<file path="config.mk">
export PLATFORM = sky130hd
export DESIGN_NAME = write_back_stage
export DESIGN_NICKNAME = d
export VERILOG_FILES = /design/src/rtl/write_back_stage.sv
export SDC_FILE = /design/constraint.sdc
export NUM_CORES = 1
export LEC_CHECK = 0
export ABC_AREA = 1
export CAP_MARGIN = 30
export CORE_MARGIN = 2
export CORE_UTILIZATION = 41
export DETAILED_ROUTE_END_ITERATION = 10
export PLACE_DENSITY = 0.85
export SYNTH_ARGS = -nofsm -noshare
export SYNTH_HDL_FRONTEND = slang
export SYNTH_SLANG_ARGS = --single-unit
</file>
<file path="constraint.sdc">
create_clock -name clk -period 1.7 [get_ports clk]
set_clock_uncertainty 0.2 [all_clocks]
set_input_delay 0.51 -clock clk [delete_from_list [all_inputs] [get_ports clk]]
set_output_delay 0.51 -clock clk [all_outputs]
set_load 0.01 [all_outputs]
</file>
<file path="src/rtl/write_back_stage.sv">
// Write-back stage: captures a completed instruction, performs the data-memory
// read for loads (with byte/half/word extraction), then drives one register-file write.
module write_back_stage #(
  parameter int DW = 32,
  parameter int AW = 5
) (
  input  logic          clk,
  input  logic          rst,
  input  logic          exeValid,
  output logic          exeReady,
  input  logic [DW-1:0] aluRes,
  input  logic          memRead,
  input  logic [1:0]    memSize,
  input  logic          memSigned,
  input  logic          regWrite,
  input  logic          wriReg,
  input  logic [AW-1:0] irOutRt,
  input  logic [AW-1:0] irOutRd,
  output logic          memReq,
  output logic [DW-1:0] memAddr,
  input  logic          memAck,
  input  logic [DW-1:0] memRdata,
  output logic          rfWrEn,
  output logic [AW-1:0] rfWrAddr,
  output logic [DW-1:0] muxForOut,
  output logic          wbDone,
  output logic          errMisalign
);

  typedef enum logic [1:0] {IDLE, MEMRD, WRITE} state_t;

  state_t        state_reg;
  logic [DW-1:0] alu_out_reg;
  logic [DW-1:0] result_reg;
  logic [AW-1:0] dest_reg;
  logic [1:0]    size_reg;
  logic          signed_reg;
  logic          reg_write_reg;
  logic          misalign_reg;

  logic          accept;
  logic          misalign_in;
  logic [7:0]    byte_sel;
  logic [15:0]   half_sel;
  logic [DW-1:0] load_data;

  assign accept = exeValid && exeReady;

  // Only the incoming load's size/address matter; byte loads can never be misaligned.
  always_comb begin
    misalign_in = 1'b0;
    if (memRead) begin
      if (memSize == 2'b01)
        misalign_in = aluRes[0];
      else if (memSize != 2'b10)
        misalign_in = (aluRes[1:0] != 2'b00);
    end
  end

  always_comb begin
    byte_sel  = memRdata[{alu_out_reg[1:0], 3'b000} +: 8];
    half_sel  = memRdata[{alu_out_reg[1], 4'b0000} +: 16];
    load_data = memRdata;
    case (size_reg)
      2'b10:   load_data = {{(DW-8){signed_reg & byte_sel[7]}}, byte_sel};
      2'b01:   load_data = {{(DW-16){signed_reg & half_sel[15]}}, half_sel};
      default: load_data = memRdata;
    endcase
  end

  always_ff @(posedge clk) begin
    if (rst) begin
      state_reg     <= IDLE;
      alu_out_reg   <= '0;
      result_reg    <= '0;
      dest_reg      <= '0;
      size_reg      <= 2'b00;
      signed_reg    <= 1'b0;
      reg_write_reg <= 1'b0;
      misalign_reg  <= 1'b0;
    end else begin
      case (state_reg)
        IDLE: begin
          if (accept) begin
            alu_out_reg   <= aluRes;
            size_reg      <= memSize;
            signed_reg    <= memSigned;
            reg_write_reg <= regWrite;
            misalign_reg  <= misalign_in;
            dest_reg      <= wriReg ? irOutRd : irOutRt;
            if (!memRead)
              result_reg <= aluRes;
            state_reg <= (memRead && !misalign_in) ? MEMRD : WRITE;
          end
        end
        MEMRD: begin
          if (memAck) begin
            result_reg <= load_data;
            state_reg  <= WRITE;
          end
        end
        default: state_reg <= IDLE;
      endcase
    end
  end

  // Outputs decode registered state; rst forces them quiet in the reset cycle.
  assign exeReady    = (state_reg == IDLE) && !rst;
  assign memReq      = (state_reg == MEMRD) && !rst;
  assign memAddr     = memReq ? {alu_out_reg[DW-1:2], 2'b00} : '0;
  assign wbDone      = (state_reg == WRITE) && !rst;
  assign errMisalign = wbDone && misalign_reg;
  assign rfWrEn      = wbDone && reg_write_reg && (dest_reg != '0) && !misalign_reg;
  assign rfWrAddr    = rst ? '0 : dest_reg;
  assign muxForOut   = rst ? '0 : result_reg;

endmodule
</file>
# Yosys cells after proc, flatten, opt, wreduce, memory -nomap -nowiden
# Cells that the tools add are included.
# word_totals
mem_bits_rw	0
latchBits	0
mem_count	0
out_inout_bits	74
register_bits	76
inputBits	84
rom_bits	0
wordCells	56
# classes
multipliers	0
div_mod_pow	0
n_eq_ne	9
add_sub_neg	0
reduce_logical	19
mux	16
n_bitwise	2
order_cmp	0
shift	2
# op_table
operator	count
$mux 32	5
$pmux 32 s2	2
$shiftx 32x6->16	1
$shiftx 32x6->8	1
$mux 5	2
$logic_and 1x1->1	9
$ne 2x2->1 const B	4
$eq 2x1->1 const B	3
$mux 2	3
$reduce_bool 5->1	1
$eq 2x2->1 const B	2
$pmux 2 s2	1
$reduce_and 2->1	2
$reduce_and 4->1	1
$reduce_bool 2->1	2
$logic_not 1->1	3
$mux 1	3
$and 1x1->1	2
$logic_not 2->1	1

# Longest topological paths before layout
# logic_depth
word_depth	9
depth_mapped	11
depth_no_buf	10

# Worst setup path before layout
# OpenSTA, ideal clock, no wires.
# synth_timing
path_kind	input port to output port
from	in rst
to	out rfWrEn
cell_stages	7
required_time_ns	0.990
path_slack_ns	-0.391
t_arrival_ns	1.381
path_buffers	2
path_cell_list	buf_2 -> inv_2 -> buf_2 -> nand3_1 -> inv_1 -> nand3_1 -> a31oi_1
# synth_between
elab_chain_cells	5
# synth_rtl
item	line	text
start, declared	8	input logic rst,
$logic_not 1->1	111	assign wbDone = (state_reg == WRITE) && !rst;
$logic_and 1x1->1	111	
via wbDone	26	output logic wbDone,
$logic_and 1x1->1 (3 in a row)	113	assign rfWrEn = wbDone && reg_write_reg && (dest_reg != '0) && !misalign_reg;
end, declared	23	output logic rfWrEn,
# The timed path passes the listed nets, and every way through them passes these cells.

# Worst setup path in the final report
# layout_timing
from	reg state_reg[1]
to	reg result_reg[29]
# layout_between
elab_chain_cells	5
word_cells_on_any_way	10
classes_between	4 x eq/ne; 1 x mux; 5 x reduce/logical
# layout_rtl
item	line	text
start, declared	32	state_t state_reg;
start signal, assigned	93	state_reg <= (memRead && !misalign_in) ? MEMRD : WRITE;
$logic_not 2->1	82, 108	
$logic_and 1x1->1	108	assign exeReady = (state_reg == IDLE) && !rst;
$logic_and 1x1->1	47	assign accept = exeValid && exeReady;
$ne 2x2->1 (no source line)	-	
$reduce_and 4->1 (no source line)	-	
end signal, assigned	92	result_reg <= aluRes;
end signal, assigned	98	result_reg <= load_data;
end, declared	34	logic [DW-1:0] result_reg;
# Several ways; a longest one is shown, not always the timed one.
# A chain may end at the register's enable or synchronous reset.

==> summary.txt <==
Run status
  • Outcome: finished with violations
  • Failing checks: negative setup slack

Placement
  • Hpwl dp: 10640 um
  • I/O Buffers: 155
  • Placed instance count: 1069
  • GP Congestion: 0.9040

Worst setup path
  • CP Max Fanout: 7
  • Cells along the critical path: inv_4, nand2_8, buf_16, buf_6, buf_6, or2_4, nand3_4, buf_12, buf_12, buf_16, nor2_4, nand2_1, nand2_1
  • Crit path required time: 1750 ps
  • Reg-to-reg slack, setup: -420 ps
  • FF-to-FF End: result_reg[29]
  • Worst Path Arrival: 2170 ps
  • Worst setup path startpoint: state_reg[1]
  • Slowest CP cell: dfxtp_4
  • Startpoint type of the worst setup path: register
  • CP Class: reg -> reg
  • CP max stage delay: 370 ps
  • CP Capture Type: register
  • FF-to-FF Start: state_reg[1]
  • Worst r2r path cells: 13
  • Crit path to: result_reg[29]

Floorplan
  • Total core area: 0.01070 sq mm
  • I/O pin count: 158
  • Die ar.: 0.01170 sq mm
  • Initial Utilization: 0.4159
  • Die Wd: 108.2 um
  • Num rows: 38
  • Die Span Y: 108.2 um

STA
  • Period utilisation layout: 1.247
  • Tmin final: 2120 ps
  • RSZ-0062 raised after global routing: yes
  • Slew Limit Fails: 0
  • Hold Fails Final Rpt: 0
  • Fin worst setup slack: -420.5 ps
  • F_max: 0.4716 GHz
  • Setup-failing EPs final: 108

Global route
  • First-pass GRT wire length: 26870 um
  • GRT met3 Usage: 0.06992
  • Most used routing layer: met2
  • Aggregate global-route resource usage: 0.2931
  • Largest net degree at the start of global routing: 33
  • Met2 Usage GRT: 0.5157
  • Vias in the first global route: 5410
  • Initial antenna violation count: 0
  • Remaining Overflow, GRT: 0
  • GR Layer Usage met1: 0.3422

Route
  • Detail Route Antenna Nets: 0
  • Initial DRT Pass Iterations: 5
  • Total wire length: 19750 um
  • Detailed-route via count: 5864
  • Wirelength per Cell: 17.36 um
  • Via/cell ratio: 5.153
  • DRT iter0 DRCs: 334
  • Post-route DRC: 0

Power and ir drop
  • P_leak: 3.680 nW
  • P per Cell Area: 613.6 mW/mm^2
  • Net Switching: 0.001809 W
  • Pint: 0.003418 W
  • Combinational Power Share: 0.357
  • Sw frac: 0.3462
  • Flop pwr share: 0.382
  • Power share of the clock group: 0.262
  • Max VDD drop: 0.5500 mV

Logic synthesis
  • Cells after synthesis: 755
  • Distinct cell type count after synthesis: 29
  • Synth Warn #: 0
  • Syn avg cell area: 5.893 sq um
  • Post-synth EDFFs: 0
  • Dominant cell type by area after synthesis: dfxtp_1
  • Fraction of registers with async set/reset: 0
  • Post-synthesis sequential area ratio: 0.3420
  • Synth Cell Area: 0.004449 sq mm
  • Top cells by area, synth: dfxtp_1 (34%), nand2_1 (22%), nor2_1 (11%), inv_1 (7.4%), o21ai_0 (6.4%)
  • Yosys top cell area share: 0.3420
  • Synth Flop Type: dfxtp_1
  • Number of synthesized register bits: 76

Clocking
  • Clock Sinks: 76
  • Clk_lat worst skew: 360 ps
  • CTS tree: built
  • H-tree depth: 3
  • CTS Buf Count: 9
  • Hold buffer count at cts: 0
  • Root buf cell: clkbuf_8
  • Clock transition at the registers of the reported paths: 100 ps
  • CTS Buffer Depth: 2

Flow run
  • Max Cap Violations: 0

Min path
  • Worst min-delay path class: reg -> reg

Final layout
  • Final nets: 1079
  • Core Util, Final: 0.7963
  • Number of fill cells in the layout: 623
  • Layout cells sized above 1: 0.3697
  • Area growth syn-to-layout: 91.45%
  • Final Non-Filler Cells: 1138
  • Antenna Cells: 0
critical path: cells and delay by family, from the launching register on:
family        cells  cell delay, ps
buf+inv           7             790
simple gates      6             650
flops             1             370
power groups by stage:
stage	clock, W	combinational, W	sequential, W
detailed placement	0	0.00123	0.00202
floorplan	0	0.000684	0.00200
finish	0.00137	0.00186	0.00199
global placement	0	0.00121	0.00201
CTS	0.00136	0.00158	0.00198
global route	0.00145	0.00199	0.00200
what timing repair did:
| item | CTS | global route |
|---|---|---|
| gates resized for setup | 445 | 162 |
| pin swaps | 60 | 53 |
| gates cloned | 10 | 5 |
| endpoints found under the setup margin | 114 | 131 |
| buffers inserted | 27 | 18 |
synthesized netlist by cell type (all sizes together), types with 2 or more instances:
library cell and n:
a21oi 64, buf 25, clkbuf 24, dfxtp 76, ha 2, inv 92
mux2i 5, nand2 258, nand3 11, nand4 2, nor2 126, o21ai 65
logic make-up (layout without fill, tap and decap cells):
group / after synthesis / after routing / share of synthesized area
simple gates: 399 / 399 / 0.3467
buf+inv: 142 / 384 / 0.1336
compound gates: 130 / 130 / 0.1600
flops: 76 / 76 / 0.3420
mux: 5 / 5 / 0.01125
fa+ha+maj: 2 / 2 / 0.005623
other cells: 1 / 2 / 0.0008428
cell type report:
class                           instances  area [sq um]  share of cell area
Clock buffer                           10         137.6             0.01616
Tap cell                              140         175.2             0.02056
Sequential cell                        76          1534              0.1801
Clock inverter                          6         47.55            0.005582
Multi-Input combinational cell        538          3110              0.3652
Inverter                               93         387.9             0.04553
Timing Repair Buffer                  275          3126              0.3669
per-layer routing:
| layer | routed length (um) | share of wire |
|---|---|---|
| met1 | 7420 | 0.38 |
| met2 | 10230 | 0.52 |
| met3 | 1330 | 0.067 |
| met4 | 769 | 0.039 |
| met5 | 0 | 0 |
through the flow:
step           hold slack [ps]  setup TNS, ps  setup WS, ps  total power, W  instance area, sq um
6_report                 312.0         -25500        -420.5        0.005227                  8518
3_3_place_gp             254.0         -65360        -670.5        0.003224                  6676
4_1_cts                  285.5         -22360        -344.0        0.004916                  7715
2_1_floorplan            244.9          -6956        -180.9        0.002687                  4612
3_5_place_dp             273.5         -67280        -680.8        0.003250                  6676
5_1_grt                  339.5         -28890        -463.4        0.005439                  8518
cells in the final DEF (no fill, tap or decap), types with 3 or more instances in the layout:
master	n
buf_6	84
inv_4	3
clkbuf_8	10
inv_1	84
nand2_4	7
nor2_2	14
nor2_4	73
a21oi_2	16
dfxtp_1	70
buf_12	22
nand2_2	27
o21ai_0	51
a21oi_1	48
o21ai_1	13
buf_16	8
nand2_1	223
nand3_4	3
nand3_1	7
inv_2	3
nor2_1	39
buf_2	8
clkbuf_16	5
mux2i_1	5
dfxtp_2	4
buf_4	61
buf_8	5
clkdlybuf4s50_1	82
worst min-delay path by stage:
| stage | slack (ps) | start | end | depth (start not counted) |
|---|---|---|---|---|
| finish | 310 | misalign_reg | misalign_reg | 2 |
| global route | 340 | misalign_reg | misalign_reg | 2 |
| CTS | 290 | misalign_reg | misalign_reg | 2 |
| detailed placement | 270 | misalign_reg | misalign_reg | 2 |
| global placement | 250 | misalign_reg | misalign_reg | 2 |
| floorplan | 240 | signed_reg | signed_reg | 2 |
(Power assumes the default switching activity.)
